## src/rtl/mdu_issue_queue.sv

```systemverilog
// mdu_pkg: shared uop / physical-register types for the MDU issue path.
// mdu_issue_queue: in-order issue queue for multiply/divide uop pairs.
//   clk, rst          clock, asynchronous active-high reset
//   flush             drop every queued entry (reservations are kept)
//   enq_*             dispatch side: uop pair, two sources, source-ready flags
//   wake_valid/prf    two writeback broadcast ports used for source wakeup
//   uopHi/uopLo       registered pair presented to the MDU (NOP when idle)
//   rs0_addr/rs1_addr registered PRF read addresses of the issued pair
package mdu_pkg;
  typedef logic [5:0] PRFNum;

  typedef enum logic [3:0] {
    NOP_U,
    MULTHI_U, MULTLO_U, MULTUHI_U, MULTULO_U,
    DIVHI_U, DIVLO_U, DIVUHI_U, DIVULO_U
  } uop_e;

  typedef struct packed {
    logic       valid;
    uop_e       uOP;
    logic [7:0] id;
  } UOPBundle;
endpackage

module mdu_issue_queue
  import mdu_pkg::*;
#(
  parameter int DEPTH     = 4,
  parameter int MUL_CYCLE = 4,
  parameter int DIV_CYCLE = 18
) (
  input  logic        clk,
  input  logic        rst,
  input  logic        flush,
  input  logic        enq_valid,
  output logic        enq_ready,
  input  UOPBundle    enq_uopHi,
  input  UOPBundle    enq_uopLo,
  input  PRFNum       enq_rs0,
  input  PRFNum       enq_rs1,
  input  logic        enq_rs0_rdy,
  input  logic        enq_rs1_rdy,
  input  logic [1:0]  wake_valid,
  input  PRFNum [1:0] wake_prf,
  output UOPBundle    uopHi,
  output UOPBundle    uopLo,
  output PRFNum       rs0_addr,
  output PRFNum       rs1_addr
);
  localparam int PW = (DEPTH > 1) ? $clog2(DEPTH) : 1;
  localparam int CW = $clog2(DEPTH + 1);
  localparam int RW = DIV_CYCLE + 2;
  localparam logic [CW-1:0] FULL = CW'(DEPTH);
  localparam logic [PW-1:0] LAST = PW'(DEPTH - 1);
  localparam UOPBundle NOP_UOP = '{valid: 1'b0, uOP: NOP_U, id: 8'd0};

  UOPBundle         ent_hi   [DEPTH];
  UOPBundle         ent_lo   [DEPTH];
  PRFNum            ent_rs0  [DEPTH];
  PRFNum            ent_rs1  [DEPTH];
  logic [DEPTH-1:0] ent_vld;
  logic [DEPTH-1:0] ent_rdy0;
  logic [DEPTH-1:0] ent_rdy1;
  logic [DEPTH-1:0] ent_div;

  logic [PW-1:0] head;
  logic [PW-1:0] tail;
  logic [CW-1:0] count;
  logic [RW-1:0] resv;
  logic [RW-1:0] resv_next;

  logic     do_enq;
  logic     do_issue;
  logic     head_div;
  logic     resv_hit;
  logic     enq_div;
  UOPBundle issue_hi;
  UOPBundle issue_lo;

  function automatic logic wake_hit(input PRFNum r, input logic [1:0] v,
                                    input PRFNum [1:0] p);
    return (v[0] && (p[0] == r)) || (v[1] && (p[1] == r));
  endfunction

  function automatic logic [PW-1:0] ptr_inc(input logic [PW-1:0] p);
    return (p == LAST) ? '0 : p + 1'b1;
  endfunction

  always_comb begin
    enq_ready = (count < FULL);
    do_enq    = enq_valid && enq_ready && !flush;
    enq_div   = (enq_uopLo.uOP == DIVLO_U) || (enq_uopLo.uOP == DIVULO_U);
    head_div  = ent_div[head];
    resv_hit  = head_div ? (resv[DIV_CYCLE] | resv[DIV_CYCLE+1])
                         : (resv[MUL_CYCLE] | resv[MUL_CYCLE+1]);
    do_issue  = ent_vld[head] && ent_rdy0[head] && ent_rdy1[head] &&
                !flush && !resv_hit;
    // Reservations are placed on the already-shifted vector so that bit i
    // refers to the cycle the issued pair first appears on the outputs.
    resv_next = resv >> 1;
    if (do_issue) begin
      if (head_div) begin
        resv_next[DIV_CYCLE]   = 1'b1;
        resv_next[DIV_CYCLE+1] = 1'b1;
      end else begin
        resv_next[MUL_CYCLE]   = 1'b1;
        resv_next[MUL_CYCLE+1] = 1'b1;
      end
    end
    issue_hi       = ent_hi[head];
    issue_hi.valid = 1'b1;
    issue_lo       = ent_lo[head];
    issue_lo.valid = 1'b1;
  end

  // Control state, reservations and registered issue outputs.
  always_ff @(posedge clk or posedge rst) begin
    if (rst) begin
      head     <= '0;
      tail     <= '0;
      count    <= '0;
      ent_vld  <= '0;
      resv     <= '0;
      uopHi    <= NOP_UOP;
      uopLo    <= NOP_UOP;
      rs0_addr <= '0;
      rs1_addr <= '0;
    end else begin
      resv <= resv_next;
      if (do_issue) begin
        uopHi    <= issue_hi;
        uopLo    <= issue_lo;
        rs0_addr <= ent_rs0[head];
        rs1_addr <= ent_rs1[head];
      end else begin
        uopHi    <= NOP_UOP;
        uopLo    <= NOP_UOP;
        rs0_addr <= '0;
        rs1_addr <= '0;
      end
      if (flush) begin
        head    <= '0;
        tail    <= '0;
        count   <= '0;
        ent_vld <= '0;
      end else begin
        if (do_issue) begin
          ent_vld[head] <= 1'b0;
          head          <= ptr_inc(head);
        end
        if (do_enq) begin
          ent_vld[tail] <= 1'b1;
          tail          <= ptr_inc(tail);
        end
        case ({do_enq, do_issue})
          2'b10:   count <= count + 1'b1;
          2'b01:   count <= count - 1'b1;
          default: count <= count;
        endcase
      end
    end
  end

  // Entry payload; only meaningful while the matching valid bit is set.
  always_ff @(posedge clk) begin
    for (int unsigned i = 0; i < DEPTH; i++) begin
      if (do_enq && (tail == PW'(i))) begin
        ent_hi[i]   <= enq_uopHi;
        ent_lo[i]   <= enq_uopLo;
        ent_rs0[i]  <= enq_rs0;
        ent_rs1[i]  <= enq_rs1;
        ent_div[i]  <= enq_div;
        ent_rdy0[i] <= enq_rs0_rdy | wake_hit(enq_rs0, wake_valid, wake_prf);
        ent_rdy1[i] <= enq_rs1_rdy | wake_hit(enq_rs1, wake_valid, wake_prf);
      end else begin
        ent_rdy0[i] <= ent_rdy0[i] | wake_hit(ent_rs0[i], wake_valid, wake_prf);
        ent_rdy1[i] <= ent_rdy1[i] | wake_hit(ent_rs1[i], wake_valid, wake_prf);
      end
    end
  end
endmodule

```

## config.mk

```make
export PLATFORM = sky130hd
export DESIGN_NAME = mdu_issue_queue
export DESIGN_NICKNAME = d
export VERILOG_FILES = /design/src/rtl/mdu_issue_queue.sv
export SDC_FILE = /design/constraint.sdc
export NUM_CORES = 1
export LEC_CHECK = 0
export BUFFER_PORTS_ARGS = -buffer_cell sky130_fd_sc_hd__buf_2
export CORE_ASPECT_RATIO = 0.6
export CORE_MARGIN = 1.5
export CORE_UTILIZATION = 37
export CTS_CLUSTER_DIAMETER = 150
export DETAILED_ROUTE_END_ITERATION = 8
export PLACE_DENSITY_LB_ADDON = 0.1
export SLEW_MARGIN = 20
export SYNTH_ARGS = -nofsm -noshare
export SYNTH_HDL_FRONTEND = slang
export SYNTH_SLANG_ARGS = --single-unit
```

## constraint.sdc

```tcl
create_clock -name clk -period 3.8 [get_ports clk]
set_input_delay 0.76 -clock clk [delete_from_list [all_inputs] [get_ports clk]]
set_output_delay 0.76 -clock clk [all_outputs]
set_load 0.01 [all_outputs]
```

After elaboration in Yosys (flattened, before gate mapping)
Memories as Yosys holds them, arrays and structs flattened.
Index checks and enable logic that the tools add are counted.
W data, S select, Z words.
{"block": "totals", "regBits": 81, "mem_bits_rw": 152, "inputBits": 58, "elab_cells": 221, "n_memories": 4}
{"memory": "ent_hi", "words": 4, "width": 13, "rd": 1, "rd_clocked_by_memory_dff": 0, "write_ports": 1, "line_no": "57", "source": "UOPBundle ent_hi [DEPTH];"}
{"memory": "ent_lo", "words": 4, "width": 13, "rd": 1, "rd_clocked_by_memory_dff": 0, "write_ports": 1, "line_no": "58", "source": "UOPBundle ent_lo [DEPTH];"}
{"memory": "ent_rs0", "words": 4, "width": 6, "rd": 5, "rd_clocked_by_memory_dff": 0, "write_ports": 1, "line_no": "59", "source": "PRFNum ent_rs0 [DEPTH];"}
{"memory": "ent_rs1", "words": 4, "width": 6, "rd": 5, "rd_clocked_by_memory_dff": 0, "write_ports": 1, "line_no": "60", "source": "PRFNum ent_rs1 [DEPTH];"}
{"block": "classes", "addsub": 4, "order_cmp": 5, "n_eq_ne": 28, "muxes": 85, "n_bitwise": 15, "reduce_logical": 61}
{"op": "$eq A6 B6 Y1", "n": 20}
{"op": "$mux W13", "n": 8}
{"op": "$reduce_or A13 Y1", "n": 6}
{"op": "$mux W6", "n": 8}
{"op": "$mux W2", "n": 22}
{"op": "$reduce_or A6 Y1", "n": 6}
{"op": "$mux W1", "n": 35}
{"op": "$logic_and A1 B1 Y1", "n": 32}
{"op": "$mux W4", "n": 4}
{"op": "$or A1 B1 Y1", "n": 12}
{"op": "$logic_or A1 B1 Y1", "n": 11}
{"op": "$bmux W1 S2", "n": 4}
{"op": "$eq A2 B2 Y1 const B", "n": 4}
{"op": "$lt A2 B3 Y1 const B", "n": 2}
{"op": "$pmux W3 S2", "n": 1}
{"op": "$add A2 B1 Y2 const B", "n": 2}
{"op": "$and A4 B4 Y4", "n": 1}
{"op": "$demux W1 S2", "n": 2}
{"op": "$eq A2 B1 Y1 const B", "n": 2}
{"op": "$eq A4 B3 Y1 const B", "n": 1}
{"op": "$eq A4 B4 Y1 const B", "n": 1}
{"op": "$ge A2 B1 Y1 const B", "n": 2}
{"op": "$not A4 Y4", "n": 1}
{"op": "$or A4 B4 Y4", "n": 1}
{"op": "other kinds (8)", "n": 10}

Longest topological paths before layout
{"block": "depth", "ltp_word": 11, "mapped_depth": 11, "depth_no_buf": 9}

Worst setup path before layout
Ideal clock, no wire load.
{"block": "synth_path", "path_kind": "register to register", "from": "reg head[0]", "to": "reg count[2]", "t_arrival_ps": 2835, "slack_ps": 876, "stages_incl_launch_ff": 10, "synth_period_minus_slack_ps": 2924, "cell_sequence": "dfrtp_1 > buf_6 > mux4_2 > mux2_4 > o2111ai_4 > buf_2 > nor2_1 > fa_1 > or4_1 > a41oi_1"}
{"block": "synth_between", "elab_chain_len": 9, "elab_cells_between_ends": 19}
{"item": "start: declaration", "line_no": "66", "source": "logic [PW-1:0] head;"}
{"item": "start signal: assignment", "line_no": "149", "source": "head <= ptr_inc(head);"}
{"item": "$bmux W1 S2", "line_no": "96", "source": "do_issue = ent_vld[head] && ent_rdy0[head] && ent_rdy1[head] &&"}
{"item": "$mux W1 (not written as such)", "line_no": "96"}
{"item": "$logic_and A1 B1 Y1 (3 in a row)", "line_no": "96"}
{"item": "$logic_and A1 B1 Y1 *", "line_no": "97", "source": "!flush && !resv_hit;"}
{"item": "$eq A2 B1 Y1 / $eq A2 B2 Y1 (equally long branches)", "line_no": "155", "source": "case ({do_enq, do_issue})"}
{"item": "$pmux W3 S2", "line_no": "155"}
{"item": "$mux W3", "line_no": "141", "source": "if (flush) begin"}
{"item": "end signal: assignment", "line_no": "156", "source": "2'b10: count <= count + 1'b1;"}
{"item": "end signal: assignment", "line_no": "157", "source": "2'b01: count <= count - 1'b1;"}
{"item": "end signal: assignment", "line_no": "158", "source": "default: count <= count;"}
{"item": "end: declaration", "line_no": "68", "source": "logic [CW-1:0] count;"}
Mark *: on every way between the ends. The rest lies on a longest branch, timed or not. The select of a mux whose other input is x is not followed.
A chain may end at the register's enable or synchronous reset.

Worst setup path in the final report
Same ends and word-level chain as after synthesis.

==> flow_metrics.tcl <==
set metrics [dict create \
    status "finished, final reports clean" \
    drc 0 \
    cts_setup_buffers 0 \
    die_area_um2 26300 \
    synth_top_area_frac 0.474 \
    fin_crit_ns 3.14 \
    netlist_instances 587 \
    fin_nets 746 \
    r2r_end "count[2]" \
    synth_area_leaders "edfxtp_1 (47%), dfrtp_1 (17%), mux4_2 (8.9%)" \
    dp_hpwl_mm 14.5 \
    p_leak_nw 4.04 \
    fillerInstances 2215 \
    hold-path-endpoint "resv[16]" \
    die_w_um 209 \
    insertion_delay_ns 0.51 \
    crit_fanout 16 \
    cts_tree "built" \
    finalNonFillerCells 1019 \
    rows 44 \
    cap_violations 0 \
    htreeDepth 1 \
    vias 5288 \
    setup_slack_ns 0.659 \
    path_cells "mux4_2 > mux2_4 > o2111ai_4 > nor2_1 > fa_1 > or4_1 > a41oi_1" \
    worstPathArrival_ns 3.56 \
    wire_per_inst_um 22.0 \
    grt_use_total 0.174 \
    grt.overflow.total 0 \
    fin_setup_tns_ns 0 \
    synth_area_leader_cell "edfxtp_1" \
    rsz0062_at_grt "no" \
    r2r_setup_slack_ns 0.66 \
    cts_made_buffers 22 \
    setup_viol_count_final 0 \
    synthFlopType "edfxtp_1" \
    powerDensity_nw_per_um2 520 \
    tightest_slew_ns 0.813 \
    drt_iter0_drc 362 \
    maxSlewHeadroom 0.457 \
    end_kind "register" \
    async_flop_share 0.291 \
    viasPerCell 5.19 \
    syn-cell-area_um2 9380 \
    irDropWorstVdd_uv 255 \
    required_ns 4.21 \
    io_buffers 94 \
    hold_violations 0 \
    path_clk_slew_ns 0.06 \
    max_freq_ghz 0.318 \
    routed_wl_mm 22.4 \
    crit_path_start_kind "register" \
    grt_max_degree 40 \
    cts_hold_buf 0 \
    ys_ff_latch 220 \
    drive_gt1_frac 0.258 \
    synth_nets 654 \
    fin_util 0.443 \
    gp_congestion 0.886 \
    die_y_um 126 \
    fin_crit_sh 0.827 \
    syn_area_per_cell_um2 16.0 \
    ant_nets 0 \
    reg2reg_depth 7 \
    start_util 0.382 \
    min_from "resv[17]" \
    clk_path_buf_depth 3 \
    seq_area_frac_synth 0.662 \
    core_area_um2 24600 \
    pre_cts_slack_ns 0.661 \
    drt-pass1-iter-count 5 \
    hold_path_depth 0 \
    dp.cells 977 \
    grt_pass1_wl_mm 34.3 \
    ios 97 \
    final-max-slew-violation-count 0 \
    synth_edf_count 148 \
    r2r-start "head[0]" \
    ctsResizeCount 0 \
    min_path_type "reg2reg" \
    slowest_stage "mux4_2" \
    fin_skew_ns 0.0110 \
    crit_type "reg2reg" \
    antenna_found_initial 4 \
    clockRootBuffer "clkbuf_16" \
    worst_path_largest_cell_delay_ns 0.64 \
    clock-sinks 220 \
    timing.hold.ws_ns 0.347 \
    grt_pass1_vias 5538 \
    ys_types 36 \
    yosysWarnings 0 \
    area_growth_pct 16.1 \
]
==> where the power goes <==
group / internal [W] / leakage (nW) / switching [W]
Combinational: 0.000384 / 1.43 / 0.000418
Sequential: 0.00274 / 2.29 / 0.000115
Clock: 0.00112 / 0.322 / 0.000879
==> final cells by class <==
class,instances,area (µm²),share of cell area
tap,322,403,0.0370
antenna,2,5.00,0.000460
sequential,220,6210,0.570
timing repair buffer,103,588,0.0540
clock inverter,12,53.8,0.00494
multi-input combinational,319,2980,0.273
inverter,13,48.8,0.00448
clock buffer,28,604,0.0555
==> critical path: cells and delay by family (launching register included) <==
| kind | cells | cell delay (ns) |
|---|---|---|
| adders and majority gates | 1 | 0.43 |
| muxes | 2 | 0.98 |
| and+or+nand+nor | 2 | 0.65 |
| AOI/OAI and AO/OA | 2 | 0.38 |
| DFF | 1 | 0.60 |
==> how the worst max path moves through the flow <==
| stage | start | to | slack (ns) | cells past startpoint |
|---|---|---|---|---|
| floorplan | head[0] | count[2] | 0.88 | 9 |
| global route | head[0] | count[2] | 0.52 | 7 |
| detailed placement | head[0] | count[2] | 0.66 | 7 |
| global placement | head[0] | count[2] | 0.68 | 7 |
| finish | head[0] | count[2] | 0.66 | 7 |
| CTS | head[0] | count[2] | 0.62 | 7 |
==> metrics by stage <==
stage          cell area, µm²  total power, W
2_1_floorplan            9380         0.00345
3_3_place_gp            10200         0.00371
3_5_place_dp            10200         0.00372
4_1_cts                 10900         0.00574
5_1_grt                 10900         0.00592
6_report                10900         0.00566
==> synth_stat cells, types with 3 or more instances <==
master    count
nand4_1      23
xnor2_1      60
ha_1          8
nor3_1        3
buf_2         3
nor4_1       28
a21oi_1      11
dfxtp_1       8
clkbuf_1     25
dfrtp_1      64
inv_1        13
nor2_1       12
o211ai_1      5
nand2b_1      5
edfxtp_1    148
nor2b_1      38
xor2_1       60
buf_1         4
nand2_1       6
nand3_1       3
mux4_2       37
and3_1        5
==> routing by layer <==
layer  track usage  vias to the layer above  routed length [µm]
met3        0.0396                       39                1270
li1              -                     2350                   -
met4        0.0442                        4                 467
met2         0.255                      152                9520
met5             0                        -                  22
met1         0.262                     2743               11100
==> cell families (layout without fill, tap and decap cells) <==
kind of cell,Yosys count,in the layout,synth area share
DFF,220,220,0.662
and+or+nand+nor,126,126,0.0791
xor gates and xnor gates,121,121,0.114
buffers and inverters,48,156,0.0212
muxes,40,40,0.0927
AOI/OAI and AO/OA,23,23,0.0177
adders and majority gates,9,9,0.0128
other,0,2,0
==> state kept, by name (all words and copies together), names as in the netlist, 6 cells and up <==
register / flops
ent_hi: 48
ent_lo: 48
ent_rs0: 24
ent_rs1: 24
resv: 16
uopHi: 13
uopLo: 12
rs0_addr: 6
rs1_addr: 6
==> layout by cell type, fill, tap and decap left out, types with 8 or more instances in the layout <==
master,count
inv_1,12
nor2b_1,38
xnor2_1,60
nor2_1,12
xor2_1,60
dfxtp_1,8
clkbuf_16,23
dfrtp_1,62
a21oi_1,11
mux4_2,37
nand4_1,23
nor4_1,28
edfxtp_1,148
ha_1,8
buf_2,94
(Power assumes the default switching activity.)
